## src/rtl/piradip_axis_pkg.sv

```systemverilog
// Shared sizing helpers for the AXI-Stream FIFO reader.
// Entry layout is {tlast, tdata}; the tlast bit exists only with PIRADIP_AXIS_FIFO_READER_TLAST_EN.
package piradip_axis_pkg;

    // Occupancy and pointer width: one extra MSB separates full from empty.
    function automatic int unsigned cnt_width(int unsigned depth);
        return $clog2(depth) + 1;
    endfunction

    function automatic int unsigned entry_width(int unsigned width);
`ifdef PIRADIP_AXIS_FIFO_READER_TLAST_EN
        return width + 1;
`else
        return width;
`endif
    endfunction

endpackage

```

## src/rtl/piradip_axis_fifo_reader_if.sv

```systemverilog
// AXI-Stream beat channel: master drives valid/data/last, slave drives ready.
interface piradip_axis_fifo_reader_if #(
    parameter int unsigned WIDTH = 32
);
    logic             tvalid;
    logic             tready;
    logic [WIDTH-1:0] tdata;
    logic             tlast;

    modport master (output tvalid, output tdata, output tlast, input tready);
    modport slave  (input tvalid, input tdata, input tlast, output tready);
endinterface

```

## src/rtl/piradip_ram_1w1r.sv

```systemverilog
// Simple dual-port storage: synchronous write, asynchronous read.
module piradip_ram_1w1r #(
    parameter int unsigned WIDTH = 32,
    parameter int unsigned DEPTH = 16
) (
    input  logic                     clk,
    input  logic                     we,
    input  logic [$clog2(DEPTH)-1:0] waddr,
    input  logic [WIDTH-1:0]         wdata,
    input  logic [$clog2(DEPTH)-1:0] raddr,
    output logic [WIDTH-1:0]         rdata
);
    logic [WIDTH-1:0] mem [DEPTH];

    always_ff @(posedge clk) begin
        if (we) begin
            mem[waddr] <= wdata;
        end
    end

    assign rdata = mem[raddr];
endmodule

```

## src/rtl/piradip_axis_fifo_reader.sv

```systemverilog
// AXI-Stream to first-word-fall-through FIFO with occupancy, underflow and packet tracking.
// Define PIRADIP_AXIS_FIFO_READER_TLAST_EN to store tlast and count complete packets.
module piradip_axis_fifo_reader
    import piradip_axis_pkg::*;
#(
    parameter int unsigned WIDTH            = 32,
    parameter int unsigned DEPTH            = 16,
    parameter int unsigned PROG_FULL_THRESH = 0
) (
    input  logic                         clk,
    input  logic                         rst,
    piradip_axis_fifo_reader_if.slave    s_axis,
    input  logic                         rd_en,
    output logic [WIDTH-1:0]             rd_data,
    output logic                         rd_last,
    output logic                         empty,
    output logic [cnt_width(DEPTH)-1:0]  count,
    output logic                         pkt_avail,
    output logic                         underflow
);
    localparam int unsigned CW = cnt_width(DEPTH);
    localparam int unsigned AW = CW - 1;
    localparam int unsigned EW = entry_width(WIDTH);
    localparam logic [CW-1:0] DEPTH_C = CW'(DEPTH);
    // A nonzero threshold only matters when it is tighter than the physical depth.
    localparam logic [CW-1:0] LIMIT_C =
        (PROG_FULL_THRESH != 0 && PROG_FULL_THRESH < DEPTH) ? CW'(PROG_FULL_THRESH) : DEPTH_C;

    logic [CW-1:0] wr_ptr;
    logic [CW-1:0] rd_ptr;
    logic          underflow_q;
    logic          push;
    logic          pop;
    logic [EW-1:0] wr_entry;
    logic [EW-1:0] rd_entry;

    assign count         = wr_ptr - rd_ptr;
    assign empty         = (wr_ptr == rd_ptr);
    assign s_axis.tready = ~rst & (count < LIMIT_C);
    assign push          = s_axis.tvalid & s_axis.tready;
    assign pop           = rd_en & ~empty;
    assign underflow     = underflow_q;

    always_ff @(posedge clk) begin
        if (rst) begin
            wr_ptr      <= '0;
            rd_ptr      <= '0;
            underflow_q <= 1'b0;
        end else begin
            if (push) begin
                wr_ptr <= wr_ptr + CW'(1);
            end
            if (pop) begin
                rd_ptr <= rd_ptr + CW'(1);
            end
            underflow_q <= rd_en & empty;
        end
    end

`ifdef PIRADIP_AXIS_FIFO_READER_TLAST_EN
    logic [CW-1:0] pkt_cnt;
    logic          pkt_in;
    logic          pkt_out;

    assign wr_entry  = {s_axis.tlast, s_axis.tdata};
    assign rd_data   = rd_entry[WIDTH-1:0];
    assign rd_last   = rd_entry[WIDTH];
    assign pkt_in    = push & s_axis.tlast;
    assign pkt_out   = pop & rd_last;
    assign pkt_avail = (pkt_cnt != '0);

    always_ff @(posedge clk) begin
        if (rst) begin
            pkt_cnt <= '0;
        end else if (pkt_in & ~pkt_out) begin
            pkt_cnt <= pkt_cnt + CW'(1);
        end else if (~pkt_in & pkt_out) begin
            pkt_cnt <= pkt_cnt - CW'(1);
        end
    end
`else
    logic unused_tlast;

    assign unused_tlast = s_axis.tlast;
    assign wr_entry     = s_axis.tdata;
    assign rd_data      = rd_entry;
    assign rd_last      = 1'b0;
    assign pkt_avail    = ~empty;
`endif

    piradip_ram_1w1r #(
        .WIDTH (EW),
        .DEPTH (DEPTH)
    ) u_ram (
        .clk   (clk),
        .we    (push),
        .waddr (wr_ptr[AW-1:0]),
        .wdata (wr_entry),
        .raddr (rd_ptr[AW-1:0]),
        .rdata (rd_entry)
    );
endmodule
```

## src/flat_wrapper.sv

```systemverilog
// flat-port wrapper written by rule: the top's interface ports become plain ports
module piradip_axis_fifo_reader_flat import piradip_axis_pkg::*;
#(
    parameter int unsigned WIDTH            = 32,
    parameter int unsigned DEPTH            = 16,
    parameter int unsigned PROG_FULL_THRESH = 0
)
  (clk, rst, rd_en, rd_data, rd_last, empty, count, pkt_avail, underflow, s_axis_tvalid, s_axis_tdata, s_axis_tlast, s_axis_tready);
  piradip_axis_fifo_reader_if #(.WIDTH(WIDTH)) s_axis_i ();
  input  logic clk;
  input  logic rst;
  input  logic rd_en;
  output logic [WIDTH-1:0] rd_data;
  output logic rd_last;
  output logic empty;
  output logic [cnt_width(DEPTH)-1:0] count;
  output logic pkt_avail;
  output logic underflow;
  input wire logic [$bits(s_axis_i.tvalid)-1:0] s_axis_tvalid;
  input wire logic [$bits(s_axis_i.tdata)-1:0] s_axis_tdata;
  input wire logic [$bits(s_axis_i.tlast)-1:0] s_axis_tlast;
  output wire logic [$bits(s_axis_i.tready)-1:0] s_axis_tready;
  assign s_axis_i.tvalid = s_axis_tvalid;
  assign s_axis_i.tdata = s_axis_tdata;
  assign s_axis_i.tlast = s_axis_tlast;
  assign s_axis_tready = s_axis_i.tready;
  piradip_axis_fifo_reader #(.WIDTH(WIDTH), .DEPTH(DEPTH), .PROG_FULL_THRESH(PROG_FULL_THRESH)) u_core (.clk(clk), .rst(rst), .s_axis(s_axis_i), .rd_en(rd_en), .rd_data(rd_data), .rd_last(rd_last), .empty(empty), .count(count), .pkt_avail(pkt_avail), .underflow(underflow));
endmodule
```

## config.mk

```make
export PLATFORM = sky130hd
export DESIGN_NAME = piradip_axis_fifo_reader_flat
export DESIGN_NICKNAME = d
export VERILOG_FILES = /design/src/rtl/piradip_axis_pkg.sv /design/src/rtl/piradip_axis_fifo_reader_if.sv /design/src/rtl/piradip_ram_1w1r.sv /design/src/rtl/piradip_axis_fifo_reader.sv /design/src/flat_wrapper.sv
export SDC_FILE = /design/constraint.sdc
export NUM_CORES = 1
export LEC_CHECK = 0
export ABC_AREA = 1
export BUFFER_PORTS_ARGS = -buffer_cell sky130_fd_sc_hd__buf_2
export CAP_MARGIN = 0
export CORE_UTILIZATION = 62
export CTS_CLUSTER_DIAMETER = 80
export DETAILED_ROUTE_END_ITERATION = 12
export PLACE_DENSITY_LB_ADDON = 0.3
export SYNTH_ARGS = -nofsm -noshare
export SYNTH_HDL_FRONTEND = slang
export SYNTH_SLANG_ARGS = --single-unit
```

## constraint.sdc

```tcl
create_clock -name clk -period 8.5 [get_ports clk]
set_input_delay 1.275 -clock clk [delete_from_list [all_inputs] [get_ports clk]]
set_output_delay 1.275 -clock clk [all_outputs]
set_load 0.01 [all_outputs]
```

==> results by group, run 1 <==
Hold path
  • Type of the most critical hold path: flip-flop to flip-flop

Floorplan
  • I/O Pins: 79
  • FP Rows: 68
  • Chip height: approximately 190 um
  • Die X-Extent: 190 um
  • Core Area: 0.0346 mm^2
  • Die Area: 0.0361 mm^2
  • Starting density of the core: 63.2%

STA
  • Slew @ Worst Pin: 1.10 ns
  • Final setup margin: 3.81 ns
  • Peak Freq: 213 MHz
  • Worst rel slew slack: around a quarter
  • Final max-slew violation count: 0
  • Period minus WS final: 4.69 ns
  • Final Hold Fails: 0
  • Crit share post-route: ~55%
  • TNS Setup: 0 ns
  • Hold_ws: 0.523 ns
  • Endpoints failing setup: 0
  • RSZ-0062 raised after global routing: false
  • Skew final: 0.0174 ns

Drt
  • Final routed DRC violation total: 0
  • Routed vias/inst: 5.76
  • Antenna viol nets, final: 0
  • 1st-iter DRT viols: 1,366
  • Drt total wl: 46.0 mm
  • Routed wire per std cell: between 20 and 25 um
  • Via count: 13,200
  • DRT Pass-1 Iters: 5

Layout
  • Synth-to-Final Area Change: 9.45%
  • Fin area: 0.0240 mm^2
  • Layout cells sized above 1: 10.7%
  • Fill count: 2,339
  • Nets: between 1,500 and 2,000
  • ANT cells: 0

Synth
  • Post-synth top flop: edfxtp_1
  • Ys Warns: 0
  • Mapped Cells: roughly 1,800
  • Mapped Area: 0.0219 mm^2
  • Synth unique cells: 31
  • FF+latch count, synth: about 530
  • Ranking of synthesized cells by area: edfxtp_1 (70%), inv_1 (4.8%), nand3_1 (4.6%)
  • Area leader, netlist: edfxtp_1
  • Post-synth EDFFs: ~500
  • Synth top area share: roughly 70%
  • Post-synth ARST share: 0%
  • Syn Nets: 1,799
  • Synth Area per Inst: 12.5 um^2
  • Post-synthesis sequential area ratio: between 70% and 80%

GRT
  • Total grt overflow: 0
  • Largest net degree at the start of global routing: 285
  • Total GRT Usage: 25.6%
  • Number of global-route vias before repair: 12,600
  • Antenna violations before repair: 0
  • Global-route wire length before repair: 69.7 mm

Pwr
  • Clock network fraction of total power: 31.4%
  • Maximum vdd drop: between 0.2 and 0.3 mV
  • Power density cells: 289 mW/mm^2
  • Leakage: about 8.6 nW
  • NetSw: 2.14 mW
  • Seq pwr share: 44.0%
  • Tot Pwr: 6.93 mW
  • Power Internal: ~4.8 mW
  • Switching share of power: a little under a third
  • Gate power share: 24.6%

Placed design
  • Pre-CTS setup slack: 4.43 ns
  • DP HPWL: around 22 mm
  • Placed Instance Area: about 0.022 mm^2
  • Final Wtd Congestion: 0.802
  • IO Port Bufs: 76

Worst setup path
  • Worst EP required: 7.22 ns
  • Crit. End Element: primary output
  • Crit path kind: flip-flop to primary output
  • Worst-path fanout max: 284
  • Critical path launch point type: flip-flop
  • Crit path DAT: 3.42 ns

Clock network
  • CTS tree: done
  • Clock-pin slew on the worst setup and hold paths: 0.06 ns
  • Hold Buf Count CTS: 0
  • H-tree depth: 2
  • Clock buffer depth: 3
  • Worst-Skew Late Latency: about 0.56 ns
  • # resized after CTS: 0
  • TritonCTS buffer count: 51
  • Post-CTS Setup Inserts: 0
  • Root Driver: clkbuf_16
  • Clock sinks: approximately 530

Status
  • Run status: complete, no violations

Job
  • Max-Cap Viols: 0
-- critical path, stage by stage (launching register included) --
cell     delay, ns
dfxtp_4       1.04
buf_12        0.83
a21oi_1       0.17
o21ai_1       0.13
nand3_1       0.10
nand3_1       0.13
nand2_1       0.13
buf_2         0.16
-- power groups by stage --
stage / registers (mW) / logic (mW) / clock network (mW)
floorplan: 2.99 / 1.51 / 0
global placement: 3.10 / 1.64 / 0
detailed placement: 3.11 / 1.68 / 0
CTS: 3.05 / 1.71 / 2.20
global route: 3.07 / 1.91 / 2.30
finish: 3.05 / 1.70 / 2.18
-- cells by family after synthesis --
family          after synthesis  share of synthesized area [%]
xor+xnor                      3                          0.120
buf+inv                     391                           8.43
simple gates                425                           8.71
flops                       527                           71.6
compound gates              395                           10.5
fa+ha+maj                    10                          0.606
other cells                   1                         0.0171
-- cell usage in the layout (no fill, tap or decap), types with 2 or more instances in the layout --
cell type  count
a21oi_1      134
buf_2         76
buf_4         25
bufinv_16      3
clkbuf_1      18
clkbuf_16     53
clkbuf_8       4
clkinv_1       6
clkinv_2       6
dfxtp_1       11
dfxtp_2        2
dfxtp_4        2
edfxtp_1     512
ha_1           9
inv_1        278
inv_2          3
nand2_1      189
nand3_1      202
nand4_1        3
nor2_1         9
nor3_1         2
nor3_2        15
o211ai_1     128
o21ai_0       55
o21ai_1       77
or2_1          2
xor2_1         2
-- layout make-up --
| class | instances | area (um^2) | area share, % |
|---|---|---|---|
| inverter | 282 | 1060 | 4.42 |
| multi-input combinational | 834 | 4440 | 18.6 |
| clock buffer | 75 | 1450 | 6.05 |
| tap | 455 | 569 | 2.38 |
| clock inverter | 17 | 164 | 0.684 |
| timing repair buffer | 102 | 588 | 2.45 |
| sequential | 527 | 15700 | 65.5 |
-- worst paths after layout --
path	from	end	slack (ns)	cells after the start
worst max-delay path	flip-flop	rd_data[21]	3.81	7
worst min register to register	u_core.rd_ptr[4]$_SDFFE_PP0P_	u_core.rd_ptr[4]$_SDFFE_PP0P_	0.52	2
worst min-delay path	u_core.rd_ptr[4]$_SDFFE_PP0P_	u_core.rd_ptr[4]$_SDFFE_PP0P_	0.52	2
worst max register to register	u_core.wr_ptr[0]$_SDFFE_PP0P_	u_core.u_ram.mem[3][15]$_DFFE_PP_	5.06	11
-- cell usage after synthesis, types with 8 or more instances --
cell	count
nor3_1	17
dfxtp_1	15
inv_1	280
buf_6	40
buf_2	19
nand2_1	189
edfxtp_1	512
buf_1	9
ha_1	9
clkbuf_1	27
nand3_1	202
clkbuf_2	8
nor2_1	9
o21ai_0	55
o211ai_1	128
o21ai_1	77
a21oi_1	134
-- per-stage QoR --
stage	instances	utilization, %
after global routing	2292	69.2
after detailed placement	2200	64.5
after floorplan	1752	-
final	2292	69.2
after CTS	2292	69.2
after global placement	2200	64.5
-- flip-flops by register name (all words and copies together) (netlist names), named ones only --
name,flops
u_core.underflow,1
u_core.wr_ptr,5
u_core.u_ram.mem,512
u_core.rd_ptr,5
-- per-layer routing --
metal / share of wire, % / vias to the layer above / wire length (um) / GRT usage (%)
met4: 2.6 / 0 / 1200 / 8.84
met1: 41 / 6314 / 18900 / 34.9
met2: 50 / 498 / 23000 / 42.9
met5: 0 / - / 0 / 0
li1: - / 6286 / - / -
met3: 6.4 / 96 / 2930 / 3.32
(Power assumes the default switching activity.)
==> run 2: changes to the inputs <==
- clock period: 8.5 -> 4.8 ns (I/O delays scaled with it)
==> run 2 against run 1 <==
Clock power grew 77%; combinational power up 89%; critical path depth unchanged; global-route usage shrank 0.51 points; highest routed layer unchanged; non-clock buffer count stayed put; via count barely moved; worst hold slack worse by 0.097 ns; first-iteration DRC count increased by 2.3%; sequential share of layout area shrank 0.30 points; worst setup slack worse by 2.4 ns.
==> results by group, run 2 (synthesized netlist as in run 1, its figures left out) <==
Drt
  • Routed wire per std cell: 19.4 um (-3.2%)
  • Drt total wl: 44.6 mm (-3.1%)
  • Antenna viol nets, final: 0 (unchanged)
  • Final routed DRC violation total: 0 (unchanged)
  • Via count: 13,200 (+0.038%)
  • DRT Pass-1 Iters: 6 (+1)
  • 1st-iter DRT viols: 1,397 (+2.3%)
  • Routed vias/inst: 5.75 (about the same)

Worst setup path
  • Worst EP required: 4.08 ns (-3.14 ns)
  • Crit path cell chain: buf_4 -> nand2_1 -> o211ai_1 -> nand3_1 -> nand3_1 -> nand2_1 -> buf_2
  • Buffer and inverter count on the worst path: 2 (unchanged)
  • CP max stage cell: buf_4
  • CP delay by family, top: buffers and inverters
  • Worst R2R End: u_core.u_ram.mem[2][4]$_DFFE_PP_
  • Crit path kind: flip-flop to primary output
  • RR Startpoint: u_core.wr_ptr[0]$_SDFFE_PP0P_
  • R2R Setup Slk: 1.54 ns (-3.52 ns)
  • Worst-path fanout max: 120 (-58%)
  • Critical path launch point type: flip-flop
  • Reg2Reg Depth: 11 (unchanged)
  • Critical Path Max Stage Delay: 0.79 ns (-0.25 ns)
  • Crit. End Element: primary output
  • Crit path DAT: 2.67 ns (-0.75 ns)

GRT
  • Number of global-route vias before repair: 12,700 (+0.95%)
  • Total GRT Usage: 25.1% (-0.51 points)
  • Total grt overflow: 0 (unchanged)
  • Global-route wire length before repair: 69.1 mm (-0.87%)
  • Largest net degree at the start of global routing: 247 (-13%)
  • Antenna violations before repair: 0 (unchanged)

Layout
  • Nets: 1,846 (+0.054%)
  • Largest regs: u_core.u_ram.mem: 512 flops, u_core.rd_ptr: 5 flops, u_core.wr_ptr: 5 flops
  • ANT cells: 0 (unchanged)
  • Synth-to-Final Area Change: 9.95%
  • Number of flip-flops in the largest register: 512 (unchanged)
  • Biggest register: u_core.u_ram.mem
  • Layout cells sized above 1: 10.9% (+0.15 points)
  • Most common cell after layout, fill and taps aside: edfxtp_1
  • Highest-count cells in the layout ignoring fill and taps: edfxtp_1 (512), inv_1 (278), nand3_1 (202), nand2_1 (189), a21oi_1 (134)

STA
  • Final Hold Fails: 0 (unchanged)
  • Period minus WS final: 3.39 ns
  • Worst rel slew slack: 24.1% (-2.3 points)
  • Skew final: 0.0145 ns (-0.00291 ns)
  • Final max-slew violation count: 0 (unchanged)
  • TNS Setup: 0 ns (unchanged)
  • Final setup margin: 1.41 ns (-2.40 ns)
  • Peak Freq: around 290 MHz
  • Endpoints failing setup: 0 (unchanged)
  • Slew @ Worst Pin: 1.14 ns (+0.0345 ns)
  • RSZ-0062 raised after global routing: false
  • Crit share post-route: 70.7%

Floorplan
  • Die Area: 0.0361 mm^2 (unchanged)
  • FP Rows: 68 (unchanged)
  • Chip height: 190 um (unchanged)
  • Core Area: 0.0346 mm^2 (unchanged)
  • Starting density of the core: 63.2% (unchanged)
  • Die X-Extent: 190 um (unchanged)
  • I/O Pins: 79 (unchanged)

Clock network
  • Hold Buf Count CTS: 0 (unchanged)
  • TritonCTS buffer count: 52 (+2.0%)
  • H-tree depth: 2 (unchanged)
  • Post-CTS Setup Inserts: 0 (unchanged)
  • Clock buffer depth: 3 (unchanged)
  • CTS tree: done
  • Worst-Skew Late Latency: 0.57 ns (about the same)
  • Root Driver: clkbuf_16
  • Clock sinks: 527 (unchanged)
  • # resized after CTS: 0 (unchanged)
  • Clock-pin slew on the worst setup and hold paths: 0.06 ns (about the same)

Pwr
  • Power Internal: 8.49 mW (+77%)
  • Seq pwr share: 42.8% (-1.2 points)
  • Clock network fraction of total power: 31.2% (-0.2 points)
  • Leakage: 8.63 nW (+0.32%)
  • Maximum vdd drop: 0.396 mV (+42%)
  • Gate power share: 26.0% (+1.4 points)
  • NetSw: 3.85 mW (+80%)
  • Switching share of power: 31.2% (+0.36 points)
  • Power density cells: 513 mW/mm^2 (+77%)

Placed design
  • Pre-CTS setup slack: 1.56 ns (-2.87 ns)
  • Final Wtd Congestion: 0.817 (+1.9%)
  • IO Port Bufs: 76 (unchanged)
  • DP HPWL: 22.0 mm (+1.6%)

Hold path
  • Type of the most critical hold path: primary input to flip-flop
  • Hold path depth: 3 (+1)
  • Hold_sp: rd_en
  • Hold EP: u_core.underflow$_SDFF_PP0_

Job
  • Max-Cap Viols: 0 (unchanged)

Status
  • Run status: complete, no violations
run 2: power by group through the flow:
stage | logic, mW | registers, mW | clock network, mW
floorplan | 2.68 | 5.29 | 0
global route | 3.58 | 5.30 | 4.07
CTS | 3.23 | 5.28 | 3.90
detailed placement | 3.20 | 5.38 | 0
finish | 3.21 | 5.28 | 3.86
global placement | 3.08 | 5.37 | 0
run 2: worst min-delay path, stage by stage:
cell and delay (ns):
buf_2 0.12, nand2_1 0.06, nor2_1 0.04
run 2: how the worst max path moves through the flow:
stage | end | slack, ns | depth (start not counted)
after CTS | rd_data[8] | 1.40 | 7
after global placement | u_core.u_ram.mem[2][14]$_DFFE_PP_ | 1.64 | 11
after detailed placement | u_core.u_ram.mem[2][15]$_DFFE_PP_ | 1.56 | 11
after global routing | rd_data[8] | 1.29 | 6
after floorplan | u_core.u_ram.mem[1][0]$_DFFE_PP_ | 0.44 | 11
final | rd_data[8] | 1.41 | 7
run 2: final cells by class:
class	instances	area, um^2
flip-flops and latches	527	15700
multi-input cells	834	4440
clock buffers	64	1390
repair buffers	102	688
clock inverters	31	233
well taps	455	569
inverters	282	1060
fillers	2341	10600
run 2: per-stage QoR:
step / instance area [um^2] / power [mW] / hold WS (ns) / util (%) / cells
5_1_grt: 24100 / 12.9 / 0.438 / 69.5 / 2295
3_5_place_dp: 22400 / 8.58 / 0.520 / 64.8 / 2200
2_1_floorplan: 21900 / 7.97 / 0.471 / - / 1752
6_report: 24100 / 12.3 / 0.426 / 69.5 / 2295
4_1_cts: 24100 / 12.4 / 0.414 / 69.5 / 2295
3_3_place_gp: 22400 / 8.45 / 0.494 / 64.8 / 2200
run 2: layer usage:
| layer | vias to the layer above | part of all wire [%] | track usage [%] |
|---|---|---|---|
| met5 | - | 0 | 0 |
| met4 | 0 | 2.5 | 8.10 |
| met2 | 465 | 50 | 42.9 |
| met1 | 6350 | 41 | 34.0 |
| met3 | 83 | 6.2 | 2.91 |
| li1 | 6301 | - | - |
==> run 3: changes to the inputs <==
- CORE_UTILIZATION: 62 -> 56
- clock period: 4.8 -> 2.95 ns (I/O delays scaled with it)
==> run 3 against run 2 <==
Combinational power increased by 72%; non-clock buffer count rose by 25; core utilization is 5.6 points lower; worst setup slack got worse by 1.2 ns; sequential power is 62% higher; clock power increased by 62%; global-route usage shrank 1.0 points; sequential cell count unchanged; critical path type unchanged; critical endpoint is now rd_data[23].
==> results by group, run 3 (synthesized netlist as in run 1, its figures left out) <==
Floorplan
  • FP Rows: 72 (+5.9%)
  • I/O Pins: 79 (unchanged)
  • Chip height: 200 um (+5.2%)
  • Starting density of the core: 56.8% (-6.4 points)
  • Core Area: 0.0386 mm^2 (+11%)
  • Die X-Extent: 200 um (+5.2%)
  • Die Area: 0.0399 mm^2 (+11%)

STA
  • Crit share post-route: 93.7%
  • Final max-slew violation count: 0 (unchanged)
  • Period minus WS final: 2.77 ns
  • Final setup margin: 0.185 ns (-1.22 ns)
  • Peak Freq: 362 MHz
  • Slew @ Worst Pin: 0.577 ns (-0.561 ns)
  • Final Hold Fails: 0 (unchanged)
  • Skew final: 0.0114 ns (-0.00305 ns)
  • RSZ-0062 raised after global routing: false
  • Worst rel slew slack: 61.5% (+37 points)
  • Endpoints failing setup: 0 (unchanged)

GRT
  • Antenna violations before repair: 0 (unchanged)
  • Total grt overflow: 0 (unchanged)
  • Global-route wire length before repair: 72.3 mm (+4.7%)
  • Total GRT Usage: 24.1% (-1.0 points)
  • Largest net degree at the start of global routing: 139 (-44%)
  • Number of global-route vias before repair: 13,000 (+2.4%)

Clock network
  • Clock-pin slew on the worst setup and hold paths: 0.06 ns (about the same)
  • Worst-Skew Late Latency: 0.59 ns (+0.02 ns)
  • Clock buffer depth: 3 (unchanged)
  • H-tree depth: 2 (unchanged)
  • TritonCTS buffer count: 52 (unchanged)
  • CTS tree: done
  • Clock sinks: 527 (unchanged)
  • Root Driver: clkbuf_16

Layout
  • Core Util, Final: 63.9% (-5.6 points)
  • Synth-to-Final Area Change: 12.5%
  • Fill count: 2,920 (+25%)
  • Number of flip-flops in the largest register: 512 (unchanged)
  • Fin area: 0.0246 mm^2 (+2.3%)
  • Area of the multi-input gates: 0.00454 mm^2 (+2.2%)
  • Layout cells sized above 1: 12.2% (+1.4 points)
  • Nets: 1,871 (+1.4%)
  • Most common cell after layout, fill and taps aside: edfxtp_1
  • FF/Latch Area: 0.0157 mm^2 (about the same)
  • Biggest register: u_core.u_ram.mem
  • Highest-count cells in the layout ignoring fill and taps: edfxtp_1 (512), inv_1 (277), nand3_1 (202), nand2_1 (189), a21oi_1 (134)
  • Largest regs: u_core.u_ram.mem: 512 flops, u_core.rd_ptr: 5 flops, u_core.wr_ptr: 5 flops
  • ANT cells: 0 (unchanged)

Hold path
  • Hold_sp: rd_en
  • Type of the most critical hold path: primary input to flip-flop

Worst setup path
  • Crit path DAT: 2.32 ns (-0.35 ns)
  • Worst EP required: 2.51 ns (-1.57 ns)
  • RR Startpoint: u_core.wr_ptr[0]$_SDFFE_PP0P_
  • Crit. End Element: primary output
  • Worst-path fanout max: 28 (-77%)
  • Crit path kind: flip-flop to primary output
  • Critical path launch point type: flip-flop

Drt
  • Via count: 13,300 (+0.89%)
  • Routed wire per std cell: 19.5 um (+0.37%)
  • Routed vias/inst: 5.59 (-2.8%)
  • Drt total wl: 46.4 mm (+4.1%)
  • DRT Pass-1 Iters: 5 (-1)
  • Final routed DRC violation total: 0 (unchanged)
  • Antenna viol nets, final: 0 (unchanged)
  • 1st-iter DRT viols: 1,189 (-15%)

Placed design
  • Placed Instance Area: 0.0230 mm^2 (+2.6%)
  • DP HPWL: 26.1 mm (+19%)
  • IO Port Bufs: 76 (unchanged)
  • Final Wtd Congestion: 0.761 (-6.9%)
  • Pre-CTS setup slack: 0.238 ns (-1.32 ns)

Pwr
  • Power density cells: 826 mW/mm^2 (+61%)
  • Maximum vdd drop: 0.537 mV (+36%)
  • Leakage: 8.89 nW (+3.1%)

Status
  • Run status: complete, no violations

Job
  • Max-Cap Viols: 0 (unchanged)
==> run 3: cell count changes in the layout (fill, tap and decap cells not counted), sizes merged <==
cell,previous run,this run
buf,102,127
clkbuf,64,60
inv,281,283
clkinv,26,25
clkinvlp,3,4
==> run 3: what timing repair did <==
item / CTS / global route
pin swaps: 1 / 0
hold buffers: 0 / 0
gates resized for setup: 1 / 3
setup buffers: 1 / 0
setup endpoints to repair: 1 / 1
==> run 3: per-stage QoR <==
step / setup TNS [ns] / hold WS [ns] / std cells / total power [mW]
final: 0 / 0.132 / 2381 / 20.3
after global routing: 0 / 0.112 / 2381 / 21.5
after CTS: 0 / 0.105 / 2381 / 20.5
after detailed placement: 0 / 0.492 / 2287 / 14.2
after global placement: 0 / 0.488 / 2287 / 14.1
after floorplan: -162.04 / 0.471 / 1752 / 13.0
==> run 3: worst paths after layout <==
| kind | end | slack [ns] | cells after the start |
|---|---|---|---|
| max | rd_data[23] | 0.18 | 6 |
| min | u_core.underflow$_SDFF_PP0_ | 0.13 | 3 |
| max reg2reg | u_core.u_ram.mem[9][22]$_DFFE_PP_ | 0.29 | 13 |
| min reg2reg | u_core.rd_ptr[4]$_SDFFE_PP0P_ | 0.50 | 2 |
==> run 3: worst max-delay path: stages, from the launching register on <==
cell	delay, ns
dfxtp_4	0.60
buf_4	0.40
o211ai_1	0.18
nand3_1	0.12
nand3_1	0.13
nand2_1	0.12
buf_2	0.13
==> run 3: final cells by class <==
| cell class | count | area share, % |
|---|---|---|
| Clock buffer | 60 | 5.49 |
| Sequential cell | 527 | 63.7 |
| Timing Repair Buffer | 127 | 4.47 |
| Tap cell | 518 | 2.63 |
| Clock inverter | 33 | 0.970 |
| Inverter | 282 | 4.30 |
| Multi-Input combinational cell | 834 | 18.4 |
==> run 3: per-layer routing <==
metal	vias to the layer above	wire [um]	GRT usage (%)	part of all wire, %
li1	6362	-	-	-
met2	458	22700	39.4	49
met3	72	3140	3.98	6.8
met5	-	0	0	0
met1	6424	19700	33.6	42
met4	0	878	6.98	1.9
==> run 3: report_power, final <==
group	leakage [nW]	internal, mW	total (mW)	switching [mW]
sequential	4.73	8.40	8.56	0.159
combinational	3.39	1.92	5.53	3.61
clock	0.772	3.53	6.24	2.72
total	8.89	13.8	20.3	6.48
